### src/rtl/mult_div_pkg.sv
// Shared types and constants for the signed multiply/divide unit.
// Holds the FSM state encoding, op encodings and the two sign helpers.
package mult_div_pkg;

    localparam int WIDTH = 32;
    localparam int ITER  = 32;
    localparam int CNT_W = $clog2(ITER);

    localparam logic OP_MULT = 1'b0;
    localparam logic OP_DIV  = 1'b1;

    typedef enum logic [1:0] {
        IDLE    = 2'd0,
        MUL_RUN = 2'd1,
        DIV_RUN = 2'd2,
        FINISH  = 2'd3
    } state_e;

    // 0x80000000 maps onto itself, which is its correct unsigned magnitude.
    function automatic logic [WIDTH-1:0] magnitude(input logic [WIDTH-1:0] v);
        return v[WIDTH-1] ? -v : v;
    endfunction

    function automatic logic [WIDTH-1:0] apply_sign(input logic [WIDTH-1:0] v,
                                                    input logic             neg);
        return neg ? -v : v;
    endfunction

endpackage

### src/rtl/div_step.sv
// One restoring-division iteration: shift the next dividend bit into the
// partial remainder, subtract the divisor when it fits, shift in the quotient bit.
module div_step
    import mult_div_pkg::*;
(
    input  logic [WIDTH-1:0] rem_i,
    input  logic [WIDTH-1:0] quot_i,
    input  logic [WIDTH-1:0] divisor_i,
    output logic [WIDTH-1:0] rem_o,
    output logic [WIDTH-1:0] quot_o
);

    logic [WIDTH:0]   shifted;
    logic [WIDTH-1:0] diff;
    logic             fits;

    assign shifted = {rem_i, quot_i[WIDTH-1]};
    assign fits    = (shifted >= {1'b0, divisor_i});
    // When the divisor fits, the true difference is below the divisor, so it
    // is exact in WIDTH bits.
    assign diff    = shifted[WIDTH-1:0] - divisor_i;

    assign rem_o   = fits ? diff : shifted[WIDTH-1:0];
    assign quot_o  = {quot_i[WIDTH-2:0], fits};

endmodule

### src/rtl/mult_div.sv
// Iterative signed multiply (radix-2 Booth) / divide (restoring on magnitudes).
// 32 iterations per operation; HI/LO are written only when a result completes.
module mult_div
    import mult_div_pkg::*;
(
    input  logic             clk,
    input  logic             reset,
    input  logic             start,
    input  logic             op,
    input  logic [WIDTH-1:0] a,
    input  logic [WIDTH-1:0] b,
    output logic [WIDTH-1:0] hi,
    output logic [WIDTH-1:0] lo,
    output logic             busy,
    output logic             done,
    output logic             div_zero,
    output state_e           state_o
);

    state_e           state_q;
    logic [CNT_W-1:0] cnt_q;
    logic [WIDTH:0]   acc_q;
    logic [WIDTH-1:0] quo_q;
    logic [WIDTH-1:0] mcand_q;
    logic             booth_q;
    logic             op_q;
    logic             neg_quo_q;
    logic             neg_rem_q;
    logic [WIDTH-1:0] hi_q;
    logic [WIDTH-1:0] lo_q;
    logic             busy_q;
    logic             done_q;
    logic             dz_q;

    logic [WIDTH:0]   mcand_ext;
    logic [WIDTH:0]   booth_sum;
    logic [WIDTH:0]   acc_d;
    logic [WIDTH-1:0] quo_d;
    logic             booth_d;
    logic [WIDTH-1:0] div_rem_d;
    logic [WIDTH-1:0] div_quo_d;

    div_step u_div_step (
        .rem_i     (acc_q[WIDTH-1:0]),
        .quot_i    (quo_q),
        .divisor_i (mcand_q),
        .rem_o     (div_rem_d),
        .quot_o    (div_quo_d)
    );

    // Booth keeps one guard bit in acc so that subtracting -2^31 cannot overflow.
    always_comb begin
        mcand_ext = {mcand_q[WIDTH-1], mcand_q};
        case ({quo_q[0], booth_q})
            2'b01:   booth_sum = acc_q + mcand_ext;
            2'b10:   booth_sum = acc_q - mcand_ext;
            default: booth_sum = acc_q;
        endcase

        if (state_q == DIV_RUN) begin
            acc_d   = {1'b0, div_rem_d};
            quo_d   = div_quo_d;
            booth_d = 1'b0;
        end else begin
            acc_d   = {booth_sum[WIDTH], booth_sum[WIDTH:1]};
            quo_d   = {booth_sum[0], quo_q[WIDTH-1:1]};
            booth_d = quo_q[0];
        end
    end

    always_ff @(posedge clk) begin
        if (reset) begin
            state_q   <= IDLE;
            cnt_q     <= '0;
            acc_q     <= '0;
            quo_q     <= '0;
            mcand_q   <= '0;
            booth_q   <= 1'b0;
            op_q      <= OP_MULT;
            neg_quo_q <= 1'b0;
            neg_rem_q <= 1'b0;
            hi_q      <= '0;
            lo_q      <= '0;
            busy_q    <= 1'b0;
            done_q    <= 1'b0;
            dz_q      <= 1'b0;
        end else begin
            done_q <= 1'b0;
            dz_q   <= 1'b0;
            case (state_q)
                IDLE: begin
                    if (start) begin
                        if (op == OP_DIV && b == '0) begin
                            dz_q <= 1'b1;
                        end else begin
                            busy_q    <= 1'b1;
                            cnt_q     <= '0;
                            acc_q     <= '0;
                            booth_q   <= 1'b0;
                            op_q      <= op;
                            neg_quo_q <= a[WIDTH-1] ^ b[WIDTH-1];
                            neg_rem_q <= a[WIDTH-1];
                            if (op == OP_DIV) begin
                                state_q <= DIV_RUN;
                                quo_q   <= magnitude(a);
                                mcand_q <= magnitude(b);
                            end else begin
                                state_q <= MUL_RUN;
                                quo_q   <= b;
                                mcand_q <= a;
                            end
                        end
                    end
                end
                MUL_RUN, DIV_RUN: begin
                    acc_q   <= acc_d;
                    quo_q   <= quo_d;
                    booth_q <= booth_d;
                    if (cnt_q == CNT_W'(ITER - 1)) begin
                        state_q <= FINISH;
                    end else begin
                        cnt_q <= cnt_q + 1'b1;
                    end
                end
                FINISH: begin
                    if (op_q == OP_DIV) begin
                        hi_q <= apply_sign(acc_q[WIDTH-1:0], neg_rem_q);
                        lo_q <= apply_sign(quo_q, neg_quo_q);
                    end else begin
                        hi_q <= acc_q[WIDTH-1:0];
                        lo_q <= quo_q;
                    end
                    done_q  <= 1'b1;
                    busy_q  <= 1'b0;
                    cnt_q   <= '0;
                    state_q <= IDLE;
                end
                default: state_q <= IDLE;
            endcase
        end
    end

    assign hi       = hi_q;
    assign lo       = lo_q;
    assign busy     = busy_q;
    assign done     = done_q;
    assign div_zero = dz_q;
    assign state_o  = state_q;

endmodule
### config.mk
export PLATFORM = sky130hd
export DESIGN_NAME = mult_div
export DESIGN_NICKNAME = d
export VERILOG_FILES = /design/src/rtl/mult_div_pkg.sv /design/src/rtl/div_step.sv /design/src/rtl/mult_div.sv
export SDC_FILE = /design/constraint.sdc
export NUM_CORES = 1
export LEC_CHECK = 0
export ABC_AREA = 0
export CORE_AREA = 3 3 203 205
export CTS_CLUSTER_SIZE = 24
export DETAILED_ROUTE_END_ITERATION = 10
export DIE_AREA = 0 0 206 208
export HOLD_SLACK_MARGIN = 0.15
export RECOVER_POWER = 50
export SKIP_LAST_GASP = 1
export SYNTH_ARGS = -nofsm -noshare
export SYNTH_HDL_FRONTEND = slang
export SYNTH_SLANG_ARGS = --single-unit
### constraint.sdc
create_clock -name clk -period 4.88 [get_ports clk]
set_input_delay 0.732 -clock clk [delete_from_list [all_inputs] [get_ports clk]]
set_output_delay 0.732 -clock clk [all_outputs]
set_load 0.02 [all_outputs]
==> out/qor.txt, run 1 <==
Placed Area -> 16900 µm²
Routed WL -> 55.8 mm
Worst-Skew Late Latency -> 0.47 ns
Seq/Total Area, Yosys -> 23.3%
initial detailed-routing violation count -> 1392
Startpoint Class -> flip-flop
most common cell in the netlist -> nor2_1
top cell type by total area after synthesis -> dfxtp_1
Rows -> 73
worst slew pin tran -> 2.09 ns
Post-synth EDFFs -> 0
Peak Freq -> 229 MHz
Mapped Nets -> 2183
Final Cycle Share -> 89.4%
RSZ-0062 raised after global routing -> false
Sink Count -> 175
WP buf/inv -> 0
Synth cell types -> 83
vias in the first global route -> 14209
Root Buffer -> clkbuf_16
Initial Util -> 37.9%
hold buffers post-CTS -> 0
NumNets Final -> 2245
total power -> 11.6 mW
DP HPWL -> 44.5 mm
Synth Flop Type -> dfxtp_1
Longest Clk Path Bufs -> 2
DRC -> 0
post-synth design cell area -> 15000 µm²
cts repair resizes -> 0
hold crit path type -> flip-flop to flip-flop
Tot GR Track Use -> 25.7%
Yosys top cell area share -> 23.3%
Setup CP Type -> flip-flop to flip-flop
main area contributors after synthesis -> dfxtp_1 23%, ha_1 6.3%, nor2_1 6.3%
failing checks -> capacitance limit, slew limit
kind of cell adding the most delay to the critical path -> simple AND/OR/NAND/NOR gates
crit-path max FO -> 8
routed length per placed instance -> 21.2 µm
Final Instance Area -> 17500 µm²
syn_area_per_cell -> 7.37 µm²
critical path's slowest cell -> or4_1
crit path DAT -> 4.72 ns
DRT antenna net count -> 0
Final min period -> 4.36 ns
Hold Violations, Final -> 0
clock skew -> 0.0156 ns
CTS clk-pin slew, worst paths -> 0.08 ns
TritonCTS clock tree -> yes
Max stage delay on crit path -> 0.55 ns
Seq cells post-synth -> 175
Worst VDD drop -> 0.273 mV
P&R area growth vs syn -> 16.5%
Avg Vias per Cell -> 5.84
Static Leakage -> 6.56 nW
post-CTS setup buffer count -> 0
Critical Path End Type -> flip-flop
MaxCap Viol Count -> 1
Die W -> 206 µm
via count -> 15394
number of buffers created by CTS -> 17
Pins Over Slew Limit -> 59
Die Footprint -> 42800 µm²
initial antenna violation count -> 1
Worst slew margin -> -39.3%
status -> finished, violations left
first-pass GRT wire length -> 85.7 mm
power per cell area -> 662 nW/µm²
# H-tree levels -> 4
Overflow after GRT -> 0
IO Port Bufs -> 136
Final setup viols -> 0
gpl congestion -> 0.930
DR pass1 iterations -> 6
Sum Neg Setup Slack -> 0 ns
most instantiated cells after synthesis -> 251 x nor2_1, 181 x nand2_1, 175 x dfxtp_1
CP Cell Sequence -> or4_1 > nor3_1 > and3_1 > a41oi_1 > xnor2_1 > ha_1 > or3_1 > o21ai_0 > a21oi_1 > nor3_1 > a21oi_1 > o41ai_1 > xor2_1 > o21ai_0 > a32o_1
WP data required -> 5.24 ns
Post-Synthesis Cells -> 2037
core footprint -> 39600 µm²
share of layout cells above drive strength 1 -> 5.82%
hold slack -> 0.481 ns
Top Ports -> 137
largest net degree at the start of global routing -> 81
Die Span Y -> 208 µm
Yosys Warn Count -> 0
Post-synth ARST share -> 0%
[cell usage in the layout, fill, tap and decap left out, types with 19 or more instances in the layout]
master           count
a211oi_1           112
a21oi_1            173
mux2i_1             57
or3_1               29
xnor2_1             83
nor4_1              20
clkdlybuf4s50_1     65
o21ai_0            136
ha_1                74
inv_1               68
nor2_1             251
nand2_1            181
xor2_1             100
dfxtp_1            175
buf_4               48
o31ai_1             23
nand2b_1            19
o211ai_1            49
dlygate4sd3_1       69
a21o_1              24
nor3_1              44
[where the power goes]
part           internal, mW  leakage (nW)  total [mW]  switching, mW
logic                  2.85          4.83        7.84           4.99
registers              1.75          1.42        2.24          0.486
clock network         0.799         0.303        1.51          0.707
total                  5.40          6.56        11.6           6.18
[per-stage QoR]
step	util, %	worst slack, ns	cells
after floorplan	-	0.961	2037
after CTS	44.2	0.556	2637
after global routing	44.1	0.113	2638
after detailed placement	42.6	0.579	2605
after global placement	42.6	0.550	2605
final	44.1	0.519	2638
[path summary, 6_finish.rpt]
path              cells after the start  startpoint  slack (ns)   endpoint
setup / recovery                     15  mcand_q[5]        0.52  acc_q[24]
hold / removal                        2       hi[4]        0.48      hi[4]
setup reg to reg                     15  mcand_q[5]        0.52  acc_q[24]
hold reg to reg                       2       hi[4]        0.48      hi[4]
[flip-flops by register name, summed over array words and instances (netlist names), 2 cells and up]
name	count
mcand_q	32
state_o	2
quo_q	32
cnt_q	5
lo	32
hi	32
acc_q	33
[layout make-up]
class / count / area (µm²)
Antenna cell: 1 / 2.50
Clock buffer: 18 / 439
Clock inverter: 14 / 195
Fill cell: 4091 / 22200
Inverter: 70 / 263
Multi-Input combinational cell: 1651 / 10700
Sequential cell: 175 / 3500
Tap cell: 525 / 657
Timing Repair Buffer: 184 / 1730
[routing by layer]
layer	share of wire, %	routed length (µm)	vias up	track usage [%]
li1	-	-	7560	-
met1	49	27100	7287	37.7
met2	43	24000	482	38.4
met3	5.3	2950	65	3.69
met4	3.0	1690	0	8.22
met5	0	0	-	0
[worst register-to-register path, delay by kind of cell, from the launching register on]
| family | cells | cell delay (ns) |
|---|---|---|
| xor gates and xnor gates | 2 | 0.40 |
| adders and majority gates | 1 | 0.35 |
| and+or+nand+nor | 5 | 1.71 |
| DFF | 1 | 0.36 |
| AOI/OAI and AO/OA | 7 | 1.45 |
[cell families after synthesis]
kind of cell,count (synthesis),share of synthesized area (%)
AND/OR/NAND/NOR,666,20.9
adder cells (fa/ha/maj),78,6.60
flip-flops,175,23.3
XOR/XNOR,183,10.7
multiplexers,63,4.25
buffers and inverters,211,5.40
AO/OA/AOI/OAI,661,28.9
(Power assumes the default switching activity.)
==> inputs of run 2 (changes only) <==
--- a/config.mk
+++ b/config.mk
@@ -7,10 +7,13 @@
 export LEC_CHECK = 0
 export ABC_AREA = 0
 export CORE_AREA = 3 3 203 205
+export CTS_BUF_LIST = sky130_fd_sc_hd__clkbuf_2
 export CTS_CLUSTER_SIZE = 24
 export DETAILED_ROUTE_END_ITERATION = 10
 export DIE_AREA = 0 0 206 208
+export GPL_ROUTABILITY_DRIVEN = 0
 export HOLD_SLACK_MARGIN = 0.15
+export PLACE_DENSITY = 0.6
 export RECOVER_POWER = 50
 export SKIP_LAST_GASP = 1
 export SYNTH_ARGS = -nofsm -noshare
==> out/qor.txt, run 2 (synthesized netlist as in run 1, its figures left out) <==
status -> finished, violations left (unchanged)
failing checks -> capacitance limit, slew limit (unchanged)
CP Cell Sequence -> or4_1 > nor3_1 > nor3b_2 > nor2_1 > xnor2_1 > ha_1 > a211o_1 > o211ai_1 > a21oi_1 > nor3_1 > a21oi_1 > o41ai_1 > xor2_1 > o21ai_0 > a32o_1 (was or4_1 > nor3_1 > and3_1 > a41oi_1 > xnor2_1 > ha_1 > or3_1 > o21ai_0 > a21oi_1 > nor3_1 > a21oi_1 > o41ai_1 > xor2_1 > o21ai_0 > a32o_1)
Critical Path End Type -> flip-flop (unchanged)
Root Buffer -> clkbuf_2 (was clkbuf_16)
hold crit path type -> primary input to flip-flop (was flip-flop to flip-flop)
worst slew pin tran -> 2.54 ns (was 2.09 ns)
core footprint -> 39600 µm² (unchanged)
Worst-Skew Late Latency -> 0.89 ns (was 0.47 ns)
placed insts -> 2583 (was 2605)
DRT antenna net count -> 0 (unchanged)
Sum Neg Setup Slack -> 0 ns (unchanged)
Top Ports -> 137 (unchanged)
Setup CP Type -> flip-flop to flip-flop (unchanged)
TritonCTS clock tree -> yes (unchanged)
Final min period -> 4.37 ns (was 4.36 ns)
Die W -> 206 µm (unchanged)
most frequent cells in the layout -> 251 x nor2_1, 183 x nand2_1, 175 x dfxtp_1 (was 251 x nor2_1, 181 x nand2_1, 175 x dfxtp_1)
Startpoint Class -> flip-flop (unchanged)
max FFs per register -> 33 (unchanged)
Final setup viols -> 0 (unchanged)
Initial Util -> 37.9% (unchanged)
Avg Vias per Cell -> 5.88 (was 5.84)
Longest Clk Path Bufs -> 2 (unchanged)
register area -> 3500 µm² (unchanged)
DR pass1 iterations -> 6 (unchanged)
critical path's slowest cell -> or4_1 (unchanged)
RSZ-0062 raised after global routing -> false (unchanged)
Sink Count -> 175 (unchanged)
# H-tree levels -> 4 (unchanged)
Final Instance Area -> 17000 µm² (was 17500 µm²)
clock skew -> 0.0634 ns (was 0.0156 ns)
vias in the first global route -> 13901 (was 14209)
Final Cycle Share -> 89.5% (was 89.4%)
NumNets Final -> 2223 (was 2245)
via count -> 15404 (was 15394)
Static Leakage -> 6.27 nW (was 6.56 nW)
initial antenna violation count -> 3 (was 1)
cell depth of the worst hold path -> 2 (unchanged)
initial detailed-routing violation count -> 1682 (was 1392)
Overflow after GRT -> 0 (unchanged)
multi-input logic area -> 10700 µm² (about the same)
cts repair resizes -> 0 (unchanged)
Rows -> 73 (unchanged)
largest reg by FF count -> acc_q (unchanged)
combinational fraction of design power -> 70.6% (was 67.7%)
share of layout cells above drive strength 1 -> 4.59% (was 5.82%)
Core Util, Final -> 42.8% (was 44.1%)
MaxCap Viol Count -> 1 (unchanged)
Die Span Y -> 208 µm (unchanged)
post-CTS setup buffer count -> 0 (unchanged)
WP data required -> 5.67 ns (was 5.24 ns)
Max stage delay on crit path -> 0.56 ns (was 0.55 ns)
DRC -> 0 (unchanged)
P&R area growth vs syn -> 12.9% (was 16.5%)
Internal -> 4.76 mW (was 5.40 mW)
crit-path max FO -> 8 (unchanged)
crit path DAT -> 5.16 ns (was 4.72 ns)
Pins Over Slew Limit -> 58 (was 59)
Worst slew margin -> -69.5% (was -39.3%)
Clk pwr share -> 7.9% (was 13.0%)
sw power -> 5.92 mW (was 6.18 mW)
Non-Filler Instances -> 2619 (was 2638)
power per cell area -> 630 nW/µm² (was 662 nW/µm²)
Tot GR Track Use -> 23.4% (was 25.7%)
number of buffers created by CTS -> 17 (unchanged)
Routed WL -> 51.5 mm (was 55.8 mm)
Seq pwr share -> 21.5% (was 19.3%)
Placed Area -> 16700 µm² (was 16900 µm²)
Die Footprint -> 42800 µm² (unchanged)
Hold Violations, Final -> 0 (unchanged)
# fillers -> 4065 (was 4091)
DP HPWL -> 40.7 mm (was 44.5 mm)
total power -> 10.7 mW (was 11.6 mW)
r2r worst-path depth -> 15 (unchanged)
largest net degree at the start of global routing -> 95 (was 81)
IO Port Bufs -> 136 (unchanged)
Net Sw Frac -> 55.4% (was 53.4%)
first-pass GRT wire length -> 80.1 mm (was 85.7 mm)
routed length per placed instance -> 19.7 µm (was 21.2 µm)
Worst VDD drop -> 0.249 mV (was 0.273 mV)
commonest non-fill, non-tap cell in the layout -> nor2_1 (unchanged)
hold buffers post-CTS -> 0 (unchanged)
Peak Freq -> 229 MHz (about the same)
CTS clk-pin slew, worst paths -> 0.29 ns (was 0.08 ns)
run 2: final cells by class:
| type | count | share of cell area, % |
|---|---|---|
| clock inverters | 15 | 1.06 |
| inverters | 70 | 1.55 |
| repair buffers | 162 | 9.18 |
| well taps | 525 | 3.87 |
| flip-flops and latches | 175 | 20.7 |
| clock buffers | 17 | 0.502 |
| diodes | 4 | 0.0590 |
| multi-input cells | 1651 | 63.1 |
run 2: power groups by stage:
stage | Combinational [mW] | Sequential, mW | Clock, mW
5_1_grt | 8.29 | 2.35 | 0.920
3_5_place_dp | 7.42 | 2.33 | 0
4_1_cts | 7.45 | 2.29 | 0.865
6_report | 7.54 | 2.30 | 0.843
2_1_floorplan | 5.35 | 2.16 | 0
3_3_place_gp | 7.34 | 2.31 | 0
run 2: final timing paths:
check,from,to,slack [ns]
hold / removal,reset,cnt_q[0],0.33
setup / recovery,mcand_q[5],acc_q[24],0.51
setup reg to reg,mcand_q[5],acc_q[24],0.51
hold reg to reg,hi[17],hi[17],0.49
run 2: metal layers:
| metal | vias to the layer above | part of all wire [%] | GRT usage (%) |
|---|---|---|---|
| met5 | - | 0.068 | 0 |
| met4 | 2 | 1.1 | 3.84 |
| met3 | 41 | 6.0 | 2.94 |
| met2 | 558 | 45 | 36.6 |
| met1 | 7286 | 48 | 35.0 |
| li1 | 7517 | - | - |
run 2: through the flow:
| step | setup WS [ns] | hold slack [ns] |
|---|---|---|
| final | 0.513 | 0.329 |
| after global routing | 0.0631 | 0.254 |
| after CTS | 0.550 | 0.251 |
| after detailed placement | 0.542 | 0.478 |
| after global placement | 0.564 | 0.478 |
| after floorplan | 0.961 | 0.445 |
run 2: critical path, delay by kind of cell, from the launching register on:
family | cells | cell delay, ns
AND/OR/NAND/NOR | 5 | 1.68
AO/OA/AOI/OAI | 7 | 1.56
flip-flops | 1 | 0.41
adder cells (fa/ha/maj) | 1 | 0.36
XOR/XNOR | 2 | 0.33
